<file path="config.mk">
export PLATFORM = sky130hd
export DESIGN_NAME = rec2pol_sched
export DESIGN_NICKNAME = d
export VERILOG_FILES = /design/src/rtl/rec2pol_sched_pkg.sv /design/src/rtl/rec2pol_sched_rr_pick.sv /design/src/rtl/rec2pol_sched.sv
export SDC_FILE = /design/constraint.sdc
export NUM_CORES = 1
export LEC_CHECK = 0
export CAP_MARGIN = 20
export CORE_AREA = 2 2 180 182
export DETAILED_ROUTE_END_ITERATION = 6
export DIE_AREA = 0 0 182 184
export HOLD_SLACK_MARGIN = 0.08
export SYNTH_ARGS = -nofsm -noshare
export SYNTH_HDL_FRONTEND = slang
export SYNTH_SLANG_ARGS = --single-unit
</file>
<file path="constraint.sdc">
create_clock -name clock -period 1.75 [get_ports clock]
set_input_delay 0.2625 -clock clock [delete_from_list [all_inputs] [get_ports clock]]
set_output_delay 0.2625 -clock clock [all_outputs]
set_load 0.02 [all_outputs]
</file>
<file path="src/rtl/rec2pol_sched_pkg.sv">
// +----------------------------------------------------------------------+
// | rec2pol_sched_pkg : shared types and constants for the rec2pol_sched |
// | Revision 1.0                                                         |
// +----------------------------------------------------------------------+
`default_nettype none

package rec2pol_sched_pkg;

  localparam int LATENCY_DEFAULT = 32;
  localparam int FRAC_MOD        = 16;
  localparam int FRAC_ANG        = 24;

  typedef enum logic [1:0] {
    ST_IDLE = 2'd0,
    ST_LOAD = 2'd1,
    ST_RUN  = 2'd2
  } state_e;

  // Id width, never narrower than one bit.
  function automatic int idw_of(input int n);
    return (n > 1) ? $clog2(n) : 1;
  endfunction

endpackage

`default_nettype wire

</file>
<file path="src/rtl/rec2pol_sched_rr_pick.sv">
// +----------------------------------------------------------------------+
// | rr_pick : combinational round-robin picker, search starts at last+1  |
// | Revision 1.0                                                         |
// +----------------------------------------------------------------------+
`default_nettype none

module rr_pick #(
  parameter int NREQ = 4,
  parameter int IDW  = 2
) (
  input  logic [NREQ-1:0] req,
  input  logic [IDW-1:0]  last,
  output logic            any,
  output logic [IDW-1:0]  winner
);

  // Walk from farthest to nearest so the requester closest to last+1 wins.
  always_comb begin
    any    = 1'b0;
    winner = '0;
    for (int k = NREQ; k >= 1; k--) begin
      if (req[(int'(last) + k) % NREQ]) begin
        any    = 1'b1;
        winner = IDW'((int'(last) + k) % NREQ);
      end
    end
  end

endmodule

`default_nettype wire

</file>
<file path="src/rtl/rec2pol_sched.sv">
// +----------------------------------------------------------------------+
// | rec2pol_sched : round-robin sharing of one rec2pol CORDIC unit       |
// | Revision 1.0                                                         |
// +----------------------------------------------------------------------+
`default_nettype none

module rec2pol_sched
  import rec2pol_sched_pkg::*;
#(
  parameter  int NREQ    = 4,
  parameter  int LATENCY = LATENCY_DEFAULT,
  localparam int IDW     = idw_of(NREQ)
) (
  input  logic                 clock,
  input  logic                 reset,
  input  logic [NREQ-1:0]      req,
  input  logic [NREQ*32-1:0]   x_in,
  input  logic [NREQ*32-1:0]   y_in,
  output logic [NREQ-1:0]      gnt,
  output logic [NREQ-1:0]      done,
  output logic [IDW-1:0]       done_id,
  output logic [31:0]          mod_out,
  output logic [31:0]          angle_out,
  output logic                 busy,
  output logic                 cordic_start,
  output logic                 cordic_enable,
  output logic [31:0]          cordic_x,
  output logic [31:0]          cordic_y,
  input  logic [31:0]          cordic_mod,
  input  logic [31:0]          cordic_angle
);

  localparam int CW = (LATENCY > 1) ? $clog2(LATENCY) : 1;

  state_e            state_q, state_d;
  logic [CW-1:0]     cnt_q, cnt_d;
  logic [IDW-1:0]    last_q, last_d;
  logic [IDW-1:0]    id_q, id_d;
  logic [NREQ-1:0]   gnt_q, gnt_d;
  logic [NREQ-1:0]   done_q, done_d;
  logic [IDW-1:0]    done_id_q, done_id_d;
  logic [31:0]       mod_q, mod_d;
  logic [31:0]       ang_q, ang_d;
  logic [31:0]       x_q, x_d;
  logic [31:0]       y_q, y_d;

  logic              pick_any;
  logic [IDW-1:0]    pick_win;

  rr_pick #(
    .NREQ (NREQ),
    .IDW  (IDW)
  ) u_pick (
    .req    (req),
    .last   (last_q),
    .any    (pick_any),
    .winner (pick_win)
  );

  always_ff @(posedge clock) begin
    if (reset) begin
      state_q   <= ST_IDLE;
      cnt_q     <= '0;
      last_q    <= IDW'(NREQ - 1);
      id_q      <= '0;
      gnt_q     <= '0;
      done_q    <= '0;
      done_id_q <= '0;
      mod_q     <= '0;
      ang_q     <= '0;
      x_q       <= '0;
      y_q       <= '0;
    end else begin
      state_q   <= state_d;
      cnt_q     <= cnt_d;
      last_q    <= last_d;
      id_q      <= id_d;
      gnt_q     <= gnt_d;
      done_q    <= done_d;
      done_id_q <= done_id_d;
      mod_q     <= mod_d;
      ang_q     <= ang_d;
      x_q       <= x_d;
      y_q       <= y_d;
    end
  end

  always_comb begin
    state_d   = state_q;
    cnt_d     = cnt_q;
    last_d    = last_q;
    id_d      = id_q;
    gnt_d     = '0;
    done_d    = '0;
    done_id_d = done_id_q;
    mod_d     = mod_q;
    ang_d     = ang_q;
    x_d       = x_q;
    y_d       = y_q;
    unique case (state_q)
      ST_IDLE: begin
        if (pick_any) begin
          state_d         = ST_LOAD;
          last_d          = pick_win;
          id_d            = pick_win;
          gnt_d[pick_win] = 1'b1;
          x_d             = x_in[32*pick_win +: 32];
          y_d             = y_in[32*pick_win +: 32];
        end
      end
      ST_LOAD: begin
        state_d = ST_RUN;
        cnt_d   = CW'(LATENCY - 1);
      end
      ST_RUN: begin
        // CORDIC result is sampled on the same edge that leaves RUN.
        if (cnt_q == '0) begin
          state_d      = ST_IDLE;
          mod_d        = cordic_mod;
          ang_d        = cordic_angle;
          done_id_d    = id_q;
          done_d[id_q] = 1'b1;
        end else begin
          cnt_d = cnt_q - CW'(1);
        end
      end
      default: state_d = ST_IDLE;
    endcase
  end

  assign gnt           = gnt_q;
  assign done          = done_q;
  assign done_id       = done_id_q;
  assign mod_out       = mod_q;
  assign angle_out     = ang_q;
  assign busy          = (state_q != ST_IDLE);
  assign cordic_start  = (state_q == ST_LOAD);
  assign cordic_enable = busy;
  assign cordic_x      = x_q;
  assign cordic_y      = y_q;

endmodule

`default_nettype wire

</file>
* Yosys cells after proc, flatten, opt, wreduce, memory -nomap -nowiden
Index checks and enable logic that the tools add are counted.
Storage, ports and cells: flip-flop bits (word level) 149, input port bits 326, bits in read-only memories 0, output and inout bits 141, latch bits 0, memory bits (writable) 0, memories 0
Cells by class: muxes and demuxes 29, shift-type cells 2, bitwise gates (word level) 8, equal/unequal tests 5, div/mod/pow operators 0, multiply operators 0, reductions and logical operators 16, add/sub/neg operators 5, $lt $le $gt $ge 8
Operator list (number):
- 128-bit by 8-bit variable part select with 32-bit output | 2
- 3-bit by 4-bit < comparator with 1-bit output, second input constant | 4
- 1-bit two-way mux | 14
- 2-bit two-way mux | 6
- 5-bit case mux with 2 select lines | 1
- 1-bit binary-select mux with 2-bit select | 4
- 2-bit AND reduction | 4
- 2-bit OR reduction | 4
- 2-bit by 3-bit < comparator with 1-bit output, second input constant | 2
- 2-bit != test, second input constant | 3
- 2-bit case mux with 3 select lines | 1
- 3-bit OR reduction | 2
- 5-bit logical NOT | 1
- 5-bit two-way mux | 1
- 5-bit by 1-bit subtractor with 5-bit output, second input constant | 1
- 2-bit by 1-bit adder with 2-bit output, second input constant | 2
- 2-bit adder, second input constant | 2
- 1-bit AND, first input constant | 4
- 1-bit demux with 2-bit select | 2
- 2-bit by 1-bit greater-or-equal comparator with 1-bit output, second input constant | 2
- 1-bit NOT | 4
- 2-bit nonzero test | 2
- 2-bit by 1-bit == test with 1-bit output, second input constant | 1
- 2-bit == test, second input constant | 1
- 2 further kinds | 3

* Logic depth before layout (Yosys ltp)
word-level depth 14, mapped depth 9, mapped depth without buffers 6

* Cells and area by module
Synthesis repeated with hierarchy kept, for this count alone.
Second synthesis, totals: cell total of the unflattened synthesis 613, area total of the unflattened synthesis 6759.0 µm²
Modules (own cells, without submodules):
- rec2pol_sched | instances 1, area each 6667.6 µm², seq. area each 2982.9 µm², cells an instance 599
- rr_pick | instances 1, area each 91.3 µm², seq. area each 0.0 µm², cells an instance 14

* Worst setup path after synthesis
Ideal clock, no wire load.
kind register to register, start point reg cnt_q[0], end point reg mod_q[17], in the netlist mod_out[17], arrival 1.674 ns, path buffers 2, stages on the path, launching flop included 9, setup slack 0.006 ns, setup time 0.070 ns, path through dfxtp_1 -> inv_1 -> ha_1 -> nor4b_2 -> nand2_1 -> clkbuf_1 -> clkbuf_1 -> nand2_1 -> a21oi_1
Between the ends: cells in the longest elaborated chain, start to end 2
Ends and longest elaborated chain:
- start: declaration | line rec2pol_sched.sv:36 | logic [CW-1:0] cnt_q, cnt_d;
- start signal: assignment | line rec2pol_sched.sv:75 | cnt_q <= cnt_d;
- 5-bit logical NOT | line rec2pol_sched.sv:117 | if (cnt_q == '0) begin
- 2-bit AND reduction (no source line)
- end signal: assignment | line rec2pol_sched.sv:81 | mod_q <= mod_d;
- end: declaration | line rec2pol_sched.sv:42 | logic [31:0] mod_q, mod_d;
No other way between the ends. A chain may end at the register's enable or synchronous reset.

* Worst setup path in the final report
start point reg last_q[1], end point reg y_q[20], in the netlist cordic_y[20]
Between the ends: cells in the longest elaborated chain, start to end 9, elaborated cells on any way between the ends 26, classes of those cells add/sub (4); shift (1); mux (20); reduce/logical (1)
Ends and longest elaborated chain:
- start: declaration | line rec2pol_sched.sv:37 | logic [IDW-1:0] last_q, last_d;
- start signal: assignment | line rec2pol_sched.sv:64 | last_q <= IDW'(NREQ - 1);
- start signal: assignment | line rec2pol_sched.sv:76 | last_q <= last_d;
- 2-bit by 1-bit adder with 2-bit output | line rec2pol_sched_rr_pick.sv:22, rec2pol_sched_rr_pick.sv:24
- 1-bit binary-select mux with 2-bit select | line rec2pol_sched_rr_pick.sv:22 | if (req[(int'(last) + k) % NREQ]) begin
- 1-bit two-way mux (implied by the code) (2 in a row) | line rec2pol_sched_rr_pick.sv:22
- 2-bit two-way mux / 1-bit two-way mux (equally long branches) (4 in a row) | line rec2pol_sched_rr_pick.sv:22
- 128-bit by 8-bit variable part select with 32-bit output / 2-bit AND reduction (equally long branches)
- end signal: assignment | line rec2pol_sched.sv:84 | y_q <= y_d;
- end: declaration | line rec2pol_sched.sv:45 | logic [31:0] y_q, y_d;
Parallel ways exist; a longest one is shown, timed or not. The select of a mux whose other input is x is not followed.

==> qor.csv <==
metric,value,unit
hold_end,angle_out[26],
synth_most_common_cell,dfxtp_1,
grtUsageTotal,19.88,%
setup_viol,1,
finClkSkew,0.01406,ns
whs_path_depth,3,
synthAdderAreaFrac,0.1729,%
pin_count,467,
critPathArrivalTime,2.07,ns
power.switching,4.672,mW
period_share,100.2,%
slew_viol_final,0,
areaGrowthSynthToFinish,99.72,%
insertion_delay,0.43,ns
violations,negative setup slack,
synth.distinct_cells,39,
r2r_cells,6,
grt_pass1_wl,50.51,mm
period_needed,1.753,ns
place_congestion,0.8351,
nets,1648,
startpoint_type,flop,
rsz0062_at_grt,yes,
synthMuxAreaShare,8.852,%
drive_gt1_share,18.37,%
synth_area,0.007237,mm2
crit_required,2.06,ns
start_util,23.05,%
grt-ovfl-total,0,
rows,65,
synth_top_area_share,41.22,%
grt_max_degree,70,
die_width,182,um
finalHoldViolCount,0,
place_ws,-0.7028,ns
min_from,cordic_angle[26],
worstSetupPathType,flop to flop,
clkPwrFrac,26.7,%
powerDensity,930.0,mW/mm2
drc,0,
slew_headroom,68.07,%
cap_violations,0,
ant_nets,0,
dp.cells,1678,
final_cells,1745,
vias,8421,
htree_levels,4,
cts_sinks,149,
synth.area.top_cells,"dfxtp_1, mux2i_1, a221oi_1",
dr.pass1.iters,4,
r2r_setup_slack,-0.003,ns
r2r-start,last_q[1],
synth_common_cells,"dfxtp_1, nand2_1, a21oi_1, o22ai_1",
synth-simple-area-share,15.58,%
hold_path_class,primary input to flop,
ys_async_sr_fraction,0,%
postSynthNetCount,1145,
intPower,8.770,mW
via_per_inst,4.826,
synth-edff-count,0,
tightest_slew,0.4790,ns
ys.flop_type,dfxtp_1,
fmax,570.5,MHz
cts_tree,yes,
cts_buffers,17,
die_h,184,um
port_buffers,466,
finalWirelength,36.39,mm
yosysTopAreaCell,dfxtp_1,
synth_xor_area_share,0,%
seqPwrFrac,30.9,%
n_fill_cell,3009,
syn_inst,818,
crit_path_max_fanout,9,
total_power,13.44,mW
synth_top_family_by_area,compound AO/OA/AOI/OAI gates,
ys_ff_latch,149,
core_area,0.03139,mm2
power_frac_comb,42.4,%
dp_hpwl,25.63,mm
clk_pin_slew_worst_paths,0.07,ns
yosysWarnings,0,
status,finished with violations,
power.share.switching,34.76,%
drtIter0Drc,296,
avgSynthCellArea,8.847,um2
antenna_found_initial,7,
grt_pass1_vias,8480,
cts-root-buf,clkbuf_16,
finalWorstSetupSlack,-0.002748,ns
die_area,0.03349,mm2
wire_per_inst,20.85,um
cts_max_path_buffers,2,
end_kind,flop,
vdd_drop_max,629.4,uV
ys_seq_area_share,41.22,%
synth-compound-area-share,28.39,%
leakagePower,5.420,nW
worstReg2RegEnd,cordic_y[20],
cells by family (layout without fill, tap and decap cells):
logic type      after synthesis  after routing
compound gates              285            285
fa+ha+maj                     1              1
buf+inv                      83            597
flops                       149            149
mux                          64             64
other cells                   0              9
simple gates                236            238
cell usage in the layout (no fill, tap or decap), drive strengths merged, types with 7 or more instances in the layout:
cell type      instances
buf                   90
dlygate4sd2           12
a21oi                 73
dfxtp                149
diode                  9
o22ai                 66
or2                   66
o21bai                64
clkdlybuf4s50        446
inv                   10
clkbuf                24
dlymetal6s2s           7
nor2                  14
nand2                136
a221oi                64
mux2i                 64
worst max path at each step:
stage | cells after the start | slack (ns) | to | start
6_report | 6 | -0.003 | cordic_y[20] | last_q[1]
3_5_place_dp | 7 | -0.70 | cordic_x[1] | req[3]
4_1_cts | 10 | -0.02 | cordic_y[16] | last_q[0]
5_1_grt | 6 | -0.09 | cordic_x[9] | last_q[1]
3_3_place_gp | 7 | -0.71 | cordic_y[25] | req[3]
2_1_floorplan | 8 | 0.006 | mod_out[17] | cnt_q[0]
state kept, by name, indices dropped and copies added, names as in the netlist:
signal and flops:
state_q 2, cnt_q 5, id_q 2, cordic_y 32
cordic_x 32, angle_out 32, gnt 4, mod_out 32
done 4, done_id 2, last_q 2
through the flow:
| stage | cell area, um2 | hold WS [ns] | util [%] | setup TNS [ns] |
|---|---|---|---|---|
| 6_report | 14450 | 0.3762 | 46.04 | -0.002748 |
| 3_5_place_dp | 12850 | 0.4455 | 40.93 | -41.39 |
| 4_1_cts | 13850 | 0.3556 | 44.11 | -0.1962 |
| 3_3_place_gp | 12850 | 0.4417 | 40.93 | -41.49 |
| 5_1_grt | 14450 | 0.3764 | 46.02 | -2.668 |
| 2_1_floorplan | 7237 | 0.3985 | - | 0 |
cell type report:
cell class,count,area (um2),area share [%]
Tap cell,402,503.0,3.480
Antenna cell,9,22.52,0.1558
Clock inverter,14,118.9,0.8224
Sequential cell,149,2990,20.69
Multi-Input combinational cell,588,4403,30.46
Timing Repair Buffer,561,5962,41.25
Clock buffer,18,439.2,3.038
Inverter,4,15.01,0.1039
per-layer routing:
layer / up-vias / GRT usage, % / part of all wire (%) / routed length [um]
met5: - / 0 / 0.033 / 12
met4: 2 / 7.419 / 2.4 / 889
met3: 46 / 4.952 / 6.8 / 2488
met2: 359 / 35.74 / 51 / 18660
met1: 3991 / 22.75 / 39 / 14340
li1: 4023 / - / - / -
power groups by stage:
stage | Sequential, mW | Clock, mW | Combinational, mW
5_1_grt | 4.20 | 3.86 | 6.03
4_1_cts | 4.14 | 3.71 | 5.26
6_report | 4.15 | 3.59 | 5.70
3_5_place_dp | 4.21 | 0 | 4.88
2_1_floorplan | 4.62 | 0 | 1.83
3_3_place_gp | 4.21 | 0 | 4.85
worst max-delay path, stage by stage, from the launching register on:
cell      delay [ns]
dfxtp_4         0.39
o22ai_1         0.14
a21oi_4         0.34
nor2_4          0.17
buf_6           0.19
a221oi_1        0.30
o22ai_1         0.11
repair_timing:
action / CTS / global route
setup endpoints to repair: 76 / 120
hold buffers: 0 / 0
gates resized for setup: 58 / 79
pin swaps: 22 / 28
buffers inserted: 13 / 4
gates cloned: 5 / 9
No activity file was read; power rests on OpenSTA's default activity.
